[src/rtl/dm_access_ctrl_pkg.sv]
// Shared definitions for the M-stage data-memory access controller:
// load/store opcodes, access-size and FSM state encodings.
package dm_access_ctrl_pkg;

    localparam logic [5:0] OP_LB  = 6'b100000;
    localparam logic [5:0] OP_LBU = 6'b100100;
    localparam logic [5:0] OP_LH  = 6'b100001;
    localparam logic [5:0] OP_LHU = 6'b100101;
    localparam logic [5:0] OP_LW  = 6'b100011;
    localparam logic [5:0] OP_SB  = 6'b101000;
    localparam logic [5:0] OP_SH  = 6'b101001;
    localparam logic [5:0] OP_SW  = 6'b101011;

    typedef enum logic [1:0] {BYTE, HALF, WORD} acc_size_t;

    typedef enum logic [1:0] {IDLE, BUSY, DONE} dm_state_t;

    // Non-memory opcodes fall through to WORD; callers gate on is_load/is_store.
    function automatic acc_size_t op_size(input logic [5:0] op);
        case (op)
            OP_LB, OP_LBU, OP_SB: return BYTE;
            OP_LH, OP_LHU, OP_SH: return HALF;
            default:              return WORD;
        endcase
    endfunction

endpackage

[src/rtl/dm_access_ctrl_if.sv]
// Request/acknowledge bus between the access controller and the data memory.
interface dm_access_ctrl_if;
    logic        mem_req;
    logic        mem_we;
    logic [31:0] mem_addr;
    logic [3:0]  mem_be;
    logic [31:0] mem_wdata;
    logic        mem_ack;
    logic [31:0] mem_rdata;

    modport master (
        output mem_req, mem_we, mem_addr, mem_be, mem_wdata,
        input  mem_ack, mem_rdata
    );

    modport slave (
        input  mem_req, mem_we, mem_addr, mem_be, mem_wdata,
        output mem_ack, mem_rdata
    );
endinterface

[src/rtl/dm_access_ctrl_be_gen.sv]
// Opcode decode, alignment check, byte-enable and replicated store-data generation.
module dm_be_gen
    import dm_access_ctrl_pkg::*;
(
    input  logic [5:0]  opcode,
    input  logic [1:0]  addr_lo,
    input  logic [31:0] wd,
    output logic        is_load,
    output logic        is_store,
    output logic        misaligned,
    output logic [3:0]  mem_be,
    output logic [31:0] mem_wdata
);
    acc_size_t size;
    logic      bad_align;

    always_comb begin
        is_load  = 1'b0;
        is_store = 1'b0;
        case (opcode)
            OP_LB, OP_LBU, OP_LH, OP_LHU, OP_LW: is_load  = 1'b1;
            OP_SB, OP_SH, OP_SW:                 is_store = 1'b1;
            default: ;
        endcase
    end

    always_comb begin
        size      = op_size(opcode);
        bad_align = 1'b0;
        mem_be    = 4'b1111;
        mem_wdata = '0;
        case (size)
            BYTE: begin
                if (is_store) begin
                    mem_be    = 4'b0001 << addr_lo;
                    mem_wdata = {4{wd[7:0]}};
                end
            end
            HALF: begin
                bad_align = addr_lo[0];
                if (is_store) begin
                    mem_be    = addr_lo[1] ? 4'b1100 : 4'b0011;
                    mem_wdata = {2{wd[15:0]}};
                end
            end
            default: begin
                bad_align = |addr_lo;
                if (is_store) mem_wdata = wd;
            end
        endcase
        misaligned = bad_align && (is_load || is_store);
    end
endmodule

[src/rtl/dm_access_ctrl.sv]
// M-stage data-memory access sequencer: issues one bus request per aligned
// load/store, stalls the pipeline until ack or timeout, captures the read word.
module dm_access_ctrl
    import dm_access_ctrl_pkg::*;
#(
    parameter int TIMEOUT = 16,
    parameter int CNT_W   = $clog2(TIMEOUT)
) (
    input  logic                     clk,
    input  logic                     reset,
    input  logic [31:0]              Instr_M,
    input  logic [31:0]              ALUout,
    input  logic [31:0]              WD_M,
    dm_access_ctrl_if.master         bus,
    output logic [31:0]              DMout1,
    output logic                     stall,
    output logic                     adel,
    output logic                     ades,
    output logic                     bus_err
);
    dm_state_t        state, state_nxt;
    logic [CNT_W-1:0] cnt;
    logic             is_load, is_store, misaligned;
    logic [3:0]       be_nxt;
    logic [31:0]      wdata_nxt;
    logic             issue, timed_out;
    logic             unused_instr_bits;

    assign unused_instr_bits = ^Instr_M[25:0];

    dm_be_gen u_be_gen (
        .opcode     (Instr_M[31:26]),
        .addr_lo    (ALUout[1:0]),
        .wd         (WD_M),
        .is_load    (is_load),
        .is_store   (is_store),
        .misaligned (misaligned),
        .mem_be     (be_nxt),
        .mem_wdata  (wdata_nxt)
    );

    assign issue     = (state == IDLE) && (is_load || is_store) && !misaligned;
    assign timed_out = (cnt == CNT_W'(TIMEOUT - 1));

    always_ff @(posedge clk) begin
        if (reset) state <= IDLE;
        else       state <= state_nxt;
    end

    always_comb begin
        state_nxt = state;
        case (state)
            IDLE:    if (issue) state_nxt = BUSY;
            BUSY:    if (bus.mem_ack || timed_out) state_nxt = DONE;
            default: state_nxt = IDLE;
        endcase
    end

    always_comb begin
        stall = issue || (state == BUSY);
        adel  = (state == IDLE) && is_load  && misaligned;
        ades  = (state == IDLE) && is_store && misaligned;
    end

    // Bus outputs are only written on issue, so they stay stable through BUSY.
    always_ff @(posedge clk) begin
        if (reset) begin
            bus.mem_req   <= 1'b0;
            bus.mem_we    <= 1'b0;
            bus.mem_addr  <= '0;
            bus.mem_be    <= '0;
            bus.mem_wdata <= '0;
            DMout1        <= '0;
            bus_err       <= 1'b0;
            cnt           <= '0;
        end else begin
            bus_err <= 1'b0;
            case (state)
                IDLE: begin
                    if (issue) begin
                        bus.mem_req   <= 1'b1;
                        bus.mem_we    <= is_store;
                        bus.mem_addr  <= {ALUout[31:2], 2'b00};
                        bus.mem_be    <= be_nxt;
                        bus.mem_wdata <= wdata_nxt;
                        cnt           <= '0;
                    end
                end
                BUSY: begin
                    if (bus.mem_ack) begin
                        if (!bus.mem_we) DMout1 <= bus.mem_rdata;
                        bus.mem_req <= 1'b0;
                    end else if (timed_out) begin
                        if (!bus.mem_we) DMout1 <= '0;
                        bus.mem_req <= 1'b0;
                        bus_err     <= 1'b1;
                    end else begin
                        cnt <= cnt + 1'b1;
                    end
                end
                default: ;
            endcase
        end
    end
endmodule

[src/flat_wrapper.sv]
// flat-port wrapper written by rule: the top's interface ports become plain ports
module dm_access_ctrl_flat import dm_access_ctrl_pkg::*;
#(
    parameter int TIMEOUT = 16,
    parameter int CNT_W   = $clog2(TIMEOUT)
)
  (clk, reset, Instr_M, ALUout, WD_M, DMout1, stall, adel, ades, bus_err, bus_mem_req, bus_mem_we, bus_mem_addr, bus_mem_be, bus_mem_wdata, bus_mem_ack, bus_mem_rdata);
  dm_access_ctrl_if bus_i ();
  input  logic clk;
  input  logic reset;
  input  logic [31:0] Instr_M;
  input  logic [31:0] ALUout;
  input  logic [31:0] WD_M;
  output logic [31:0] DMout1;
  output logic stall;
  output logic adel;
  output logic ades;
  output logic bus_err;
  output wire logic [$bits(bus_i.mem_req)-1:0] bus_mem_req;
  output wire logic [$bits(bus_i.mem_we)-1:0] bus_mem_we;
  output wire logic [$bits(bus_i.mem_addr)-1:0] bus_mem_addr;
  output wire logic [$bits(bus_i.mem_be)-1:0] bus_mem_be;
  output wire logic [$bits(bus_i.mem_wdata)-1:0] bus_mem_wdata;
  input wire logic [$bits(bus_i.mem_ack)-1:0] bus_mem_ack;
  input wire logic [$bits(bus_i.mem_rdata)-1:0] bus_mem_rdata;
  assign bus_mem_req = bus_i.mem_req;
  assign bus_mem_we = bus_i.mem_we;
  assign bus_mem_addr = bus_i.mem_addr;
  assign bus_mem_be = bus_i.mem_be;
  assign bus_mem_wdata = bus_i.mem_wdata;
  assign bus_i.mem_ack = bus_mem_ack;
  assign bus_i.mem_rdata = bus_mem_rdata;
  dm_access_ctrl #(.TIMEOUT(TIMEOUT), .CNT_W(CNT_W)) u_core (.clk(clk), .reset(reset), .Instr_M(Instr_M), .ALUout(ALUout), .WD_M(WD_M), .bus(bus_i), .DMout1(DMout1), .stall(stall), .adel(adel), .ades(ades), .bus_err(bus_err));
endmodule
[config.mk]
export PLATFORM = sky130hd
export DESIGN_NAME = dm_access_ctrl_flat
export DESIGN_NICKNAME = d
export VERILOG_FILES = /design/src/rtl/dm_access_ctrl_pkg.sv /design/src/rtl/dm_access_ctrl_if.sv /design/src/rtl/dm_access_ctrl_be_gen.sv /design/src/rtl/dm_access_ctrl.sv /design/src/flat_wrapper.sv
export SDC_FILE = /design/constraint.sdc
export NUM_CORES = 1
export LEC_CHECK = 0
export BUFFER_PORTS_ARGS = -buffer_cell sky130_fd_sc_hd__buf_2
export CAP_MARGIN = 15
export CORE_ASPECT_RATIO = 0.5
export CORE_MARGIN = 1
export CORE_UTILIZATION = 37
export CTS_BUF_LIST = sky130_fd_sc_hd__clkbuf_16
export CTS_CLUSTER_DIAMETER = 40
export DETAILED_ROUTE_END_ITERATION = 6
export PLACE_DENSITY_LB_ADDON = 0.2
export SKIP_LAST_GASP = 1
export SYNTH_ARGS = -nofsm -noshare
export SYNTH_HDL_FRONTEND = slang
export SYNTH_SLANG_ARGS = --single-unit
[constraint.sdc]
create_clock -name clk -period 1.5 [get_ports clk]
set_input_delay 0.225 -clock clk [delete_from_list [all_inputs] [get_ports clk]]
set_output_delay 0.225 -clock clk [all_outputs]
set_load 0.01 [all_outputs]
; Word-level counts from Yosys, hierarchy flattened
; Cells that the tools add are included.
[totals]
reg_bits = 107
latch_bits = 0
mem_bits_rw = 0
romBits = 0
input_bits = 131
output_inout_bits = 106
word_cells = 83
memories = 0
[op_classes]
n_addsub = 1
mul = 0
div = 0
order_cmp = 0
eq_ne = 16
shift = 1
muxes = 28
bitwise_logic = 2
n_reduce_logical = 26
[ops]
columns = op, count
row1 = $mux 32, 7
row2 = $pmux 32 s2, 1
row3 = $eq 6x6->1 const B, 8
row4 = $mux 4, 6
row5 = $pmux 4 s2, 2
row6 = $reduce_or 3->1, 4
row7 = $pmux 2 s2, 2
row8 = $logic_and 1x1->1, 7
row9 = $mux 1, 6
row10 = $reduce_and 3->1, 2
row11 = $reduce_or 5->1, 1
row12 = $add 4x1->4 const B, 1
row13 = $eq 2x1->1 const B, 2
row14 = $eq 4x4->1 const B, 1
row15 = $logic_not 2->1, 2
row16 = $mux 2, 2
row17 = $ne 2x1->1 const B, 2
row18 = $ne 2x2->1 const B, 2
row19 = $pmux 1 s2, 2
row20 = $reduce_and 2->1, 2
row21 = $reduce_and 4->1, 1
row22 = $reduce_bool 2->1, 2
row23 = $shl 1x2->4 const A, 1
row24 = $logic_or 1x1->1, 3
row25 = other kinds (4), 5

; Depth between registers and ports, before layout
[depth]
ltp_word = 10
mapped_depth = 8
ltp_nobuf = 6

; By module
; Synthesis repeated with hierarchy kept, for this count alone.
[unflattened]
cells_unflattened = 567
area_unflattened_um2 = 4546.9
[modules_own_cells]
columns = module, n_inst, cells_per_inst, area_per_inst_um2, seq_area_each_um2
row1 = dm_access_ctrl, 1, 480, 3922.5, 2142.1
row2 = dm_be_gen, 1, 87, 624.3, 0.0

; Worst setup path after synthesis
; OpenSTA, ideal clock, no wires.
[synth_path]
kind = reg2reg
startpoint = register u_core.cnt[0]
endpoint = register u_core.DMout1[29]
setup_ps = 70
t_arrival_ps = 1597
required_ps = 1430
path_slack_ps = -167
stages_incl_launch_ff = 9
n_path_buf = 2
period_less_slack_ps = 1667
cell_sequence = dfxtp_1 -> ha_1 -> a31o_2 -> nand2_1 -> or2_2 -> clkbuf_1 -> clkbuf_1 -> nand2_1 -> a21oi_1
[synth_via]
elab_chain_len = 3
[synth_rtl]
columns = element, line
row1 = start: declaration, dm_access_ctrl.sv:22  ; logic [CNT_W-1:0] cnt;
row2 = start signal: assignment, dm_access_ctrl.sv:98  ; cnt <= cnt + 1'b1;
row3 = $eq 4x4->1, dm_access_ctrl.sv:43  ; assign timed_out = (cnt == CNT_W'(TIMEOUT - 1));
row4 = $reduce_bool 2->1 (no line), --
row5 = $reduce_and 3->1 (no line), --
row6 = end signal: assignment, dm_access_ctrl.sv:91  ; if (!bus.mem_we) DMout1 <= bus.mem_rdata;
row7 = end: declaration, dm_access_ctrl.sv:15  ; output logic [31:0] DMout1,
; Every way passes these cells.
; A chain may end at the register's enable or synchronous reset.

; Final worst setup path
[layout_path]
startpoint = register u_core.state[1]
endpoint = output port stall
[layout_via]
elab_chain_len = 4
word_cells_on_any_way = 5
classes_between = eq/ne: 1 / reduce/logical: 4
[layout_rtl]
columns = element, line
row1 = start: declaration, dm_access_ctrl.sv:21  ; dm_state_t state, state_nxt;
row2 = start signal: assignment, dm_access_ctrl.sv:47  ; else state <= state_nxt;
row3 = $logic_not 2->1, dm_access_ctrl.sv:42  ; assign issue = (state == IDLE) && (is_load || is_store) && !misaligned;
row4 = $logic_and 1x1->1 (2 in a row), dm_access_ctrl.sv:42
row5 = $logic_or 1x1->1 *, dm_access_ctrl.sv:60  ; stall = issue || (state == BUSY);
row6 = end: declaration, flat_wrapper.sv:15  ; output logic stall;
; Every way passes the cells marked *; elsewhere a longest branch is shown, timed or not.

==> out/qor.csv <==
metric,value,unit
setup_slack,-263.1,ps
num_rows,27,
clock_latency,340,ps
setup_violations,96,
holdWs,124.1,ps
fin_crit,1763,ps
hold_path.class,in2reg,
r2r_cells,9,
n_fill_cell,1008,
syn_to_final_growth,53.78,%
cap_violations,0,
port_buffers,208,
cts_hold_buf,0,
yosys.area.top_type,dfxtp_1,
ant_nets,0,
synth_edf_count,0,
synth_cell_types,40,
diodes,0,
synth-seq-cells,107,
cp.required,1270,ps
drc,0,
core_area,11220,um2
vias_per_cell,4.912,
clkTransAtPathRegs,70,ps
worst_ep_arrival_time,1540,ps
synth_area_per_cell,8.111,um2
syn-cell-area,4355,um2
cts_sinks,107,
cts_max_level,3,
final_hold_viol_count,0,
worst_setup_path_end_kind,output port,
crit_fanout,3,
die_width,155.4,um
syn_inst,537,
yosys-top-cells-area,"dfxtp_1 (49%), nand2_1 (12%), a21oi_1 (11%)",
grtUsageTotal,20.35,%
antenna_found_initial,0,
gr-total-overflow,0,
slew_headroom,39.81,%
postSynth.asyncResetShare,0,%
dr.pass1.iters,4,
ys.flop_type,dfxtp_1,
failed_checks,negative setup slack,
start_util,38.83,%
slew_viol_final,0,
grt_max_degree,34,
gp_congestion,0.7846,
synth_top_area_share,49.18,%
final.period_utilization,117.5,%
wl_per_cell,14.51,um
layout.nets,897,
chipHeight,78.72,um
ios,237,
rsz0062_at_grt,yes,
drt-total-wl,13450,um
die-area,12240,um2
grt_pass1_vias,3946,
synth_warnings,0,
cts_max_path_buffers,2,
cts_tree,done,
r2r_slack,-260,ps
power,5.717,mW
crit_start,u_core.state[1],
p_leak,2.873,nW
r2r-end,u_core.bus.mem_wdata[27],
drt_iter0_markers,441,
tightest_slew,899.5,ps
cp-endpoint,stall,
fmax,567.2,MHz
dpl.hpwl,8600,um
clock_skew,7.187,ps
vias,4553,
synth_common_cells,"nand2_1 (136), dfxtp_1 (107), a21oi_1 (93), nand3_1 (49), nor2_1 (24)",
synth_most_common_cell,nand2_1,
r2r-start,u_core.state[1],
ys_seq_area_share,49.18,%
power_density,853.5,nW/um2
ir_drop,0.0004576,V
numCtsBuffers,9,
cts_root_buffer,clkbuf_16,
critPathKind,reg2out,
crit_path_start_kind,register,
status,finished with violations,
grt_first_pass_wirelength,19880,um
drive_above_1_share,44.14,%
[state kept, by name (all words and copies together) (netlist names)]
signal and flops:
u_core.bus_err 1, u_core.bus.mem_we 1, u_core.bus.mem_addr 30, u_core.cnt 4, u_core.bus.mem_wdata 32, u_core.bus.mem_req 1
u_core.DMout1 32, u_core.state 2, u_core.bus.mem_be 4
[routing by layer]
| metal | GRT usage (%) | vias to the layer above | part of all wire, % |
|---|---|---|---|
| li1 | - | 2283 | - |
| met1 | 26.99 | 2121 | 47 |
| met2 | 32.42 | 135 | 46 |
| met3 | 5.895 | 14 | 6.2 |
| met4 | 5.490 | 0 | 1.0 |
| met5 | 0 | - | 0 |
[placed cells by master, fill, tap and decap left out, types with 3 or more instances in the layout]
| cell type | count |
|---|---|
| a21oi_1 | 80 |
| a21oi_2 | 13 |
| a221oi_1 | 3 |
| a221oi_2 | 3 |
| buf_12 | 14 |
| buf_16 | 3 |
| buf_2 | 206 |
| buf_4 | 30 |
| buf_6 | 5 |
| clkbuf_16 | 12 |
| dfxtp_1 | 103 |
| dfxtp_2 | 4 |
| inv_1 | 8 |
| mux2_2 | 8 |
| mux2i_1 | 8 |
| nand2_1 | 132 |
| nand2_2 | 3 |
| nand3_1 | 46 |
| nand3_2 | 3 |
| nor2_1 | 16 |
| nor2_2 | 5 |
| nor2_4 | 3 |
| nor2b_1 | 3 |
| nor3_1 | 7 |
| nor3_2 | 4 |
| o2111ai_1 | 3 |
| o2111ai_4 | 6 |
[report_power, final]
part,internal [mW],switching (mW)
Clock,1.26,1.00
Combinational,0.271,0.307
Sequential,2.86,0.0127
[cell type report]
type                    instances  area, um2  area share, %
clock buffers                   9      225.2          3.363
clock inverters                 5      48.80         0.7286
inverters                       6      22.52         0.3363
multi-input cells             378       2275          33.96
flip-flops and latches        107       2147          32.06
well taps                     159      198.9          2.970
repair buffers                263       1780          26.58
[cell families after synthesis]
family	count (synthesis)	share of synthesized area, %
simple gates	234	23.30
compound gates	125	17.04
flops	107	49.18
buf+inv	53	6.205
mux	16	3.907
fa+ha+maj	1	0.2872
other cells	1	0.08610
[critical path, cell delays in order, from the launching register on]
cell,delay [ps]
dfxtp_2,340
nor2_4,130
o2111ai_4,120
or3_4,440
nand2_4,70
buf_6,100
[what timing repair did]
item                                    in CTS  in global routing
gates cloned                                 5                  4
endpoints found under the setup margin      77                108
buffers inserted                             5                  6
pin swaps                                   13                 26
gates resized for setup                     25                 46
hold endpoints to repair                     0                  0
[worst min path at each step]
stage,start,slack (ps),to,cells after the start
after floorplan,ALUout[2],360,u_core.bus.mem_addr[2],2
after CTS,ALUout[5],110,u_core.bus.mem_addr[5],3
final,ALUout[21],120,u_core.bus.mem_addr[21],3
after detailed placement,u_core.bus.mem_addr[12],440,u_core.bus.mem_addr[12],2
after global routing,ALUout[4],110,u_core.bus.mem_addr[4],3
after global placement,u_core.DMout1[5],430,u_core.DMout1[5],2
[metrics by stage]
step	setup WS (ps)	setup TNS, ps	cell area [um2]	std cells	util [%]
after CTS	-253.2	-11390	6367	919	56.77
final	-263.1	-12740	6698	927	59.72
after floorplan	-83.72	-1638	4473	538	-
after global routing	-350.7	-23100	6698	927	59.72
after detailed placement	-251.0	-14170	5799	895	51.71
after global placement	-224.3	-12920	5799	895	51.71
Power figures use the tool's default switching activity.
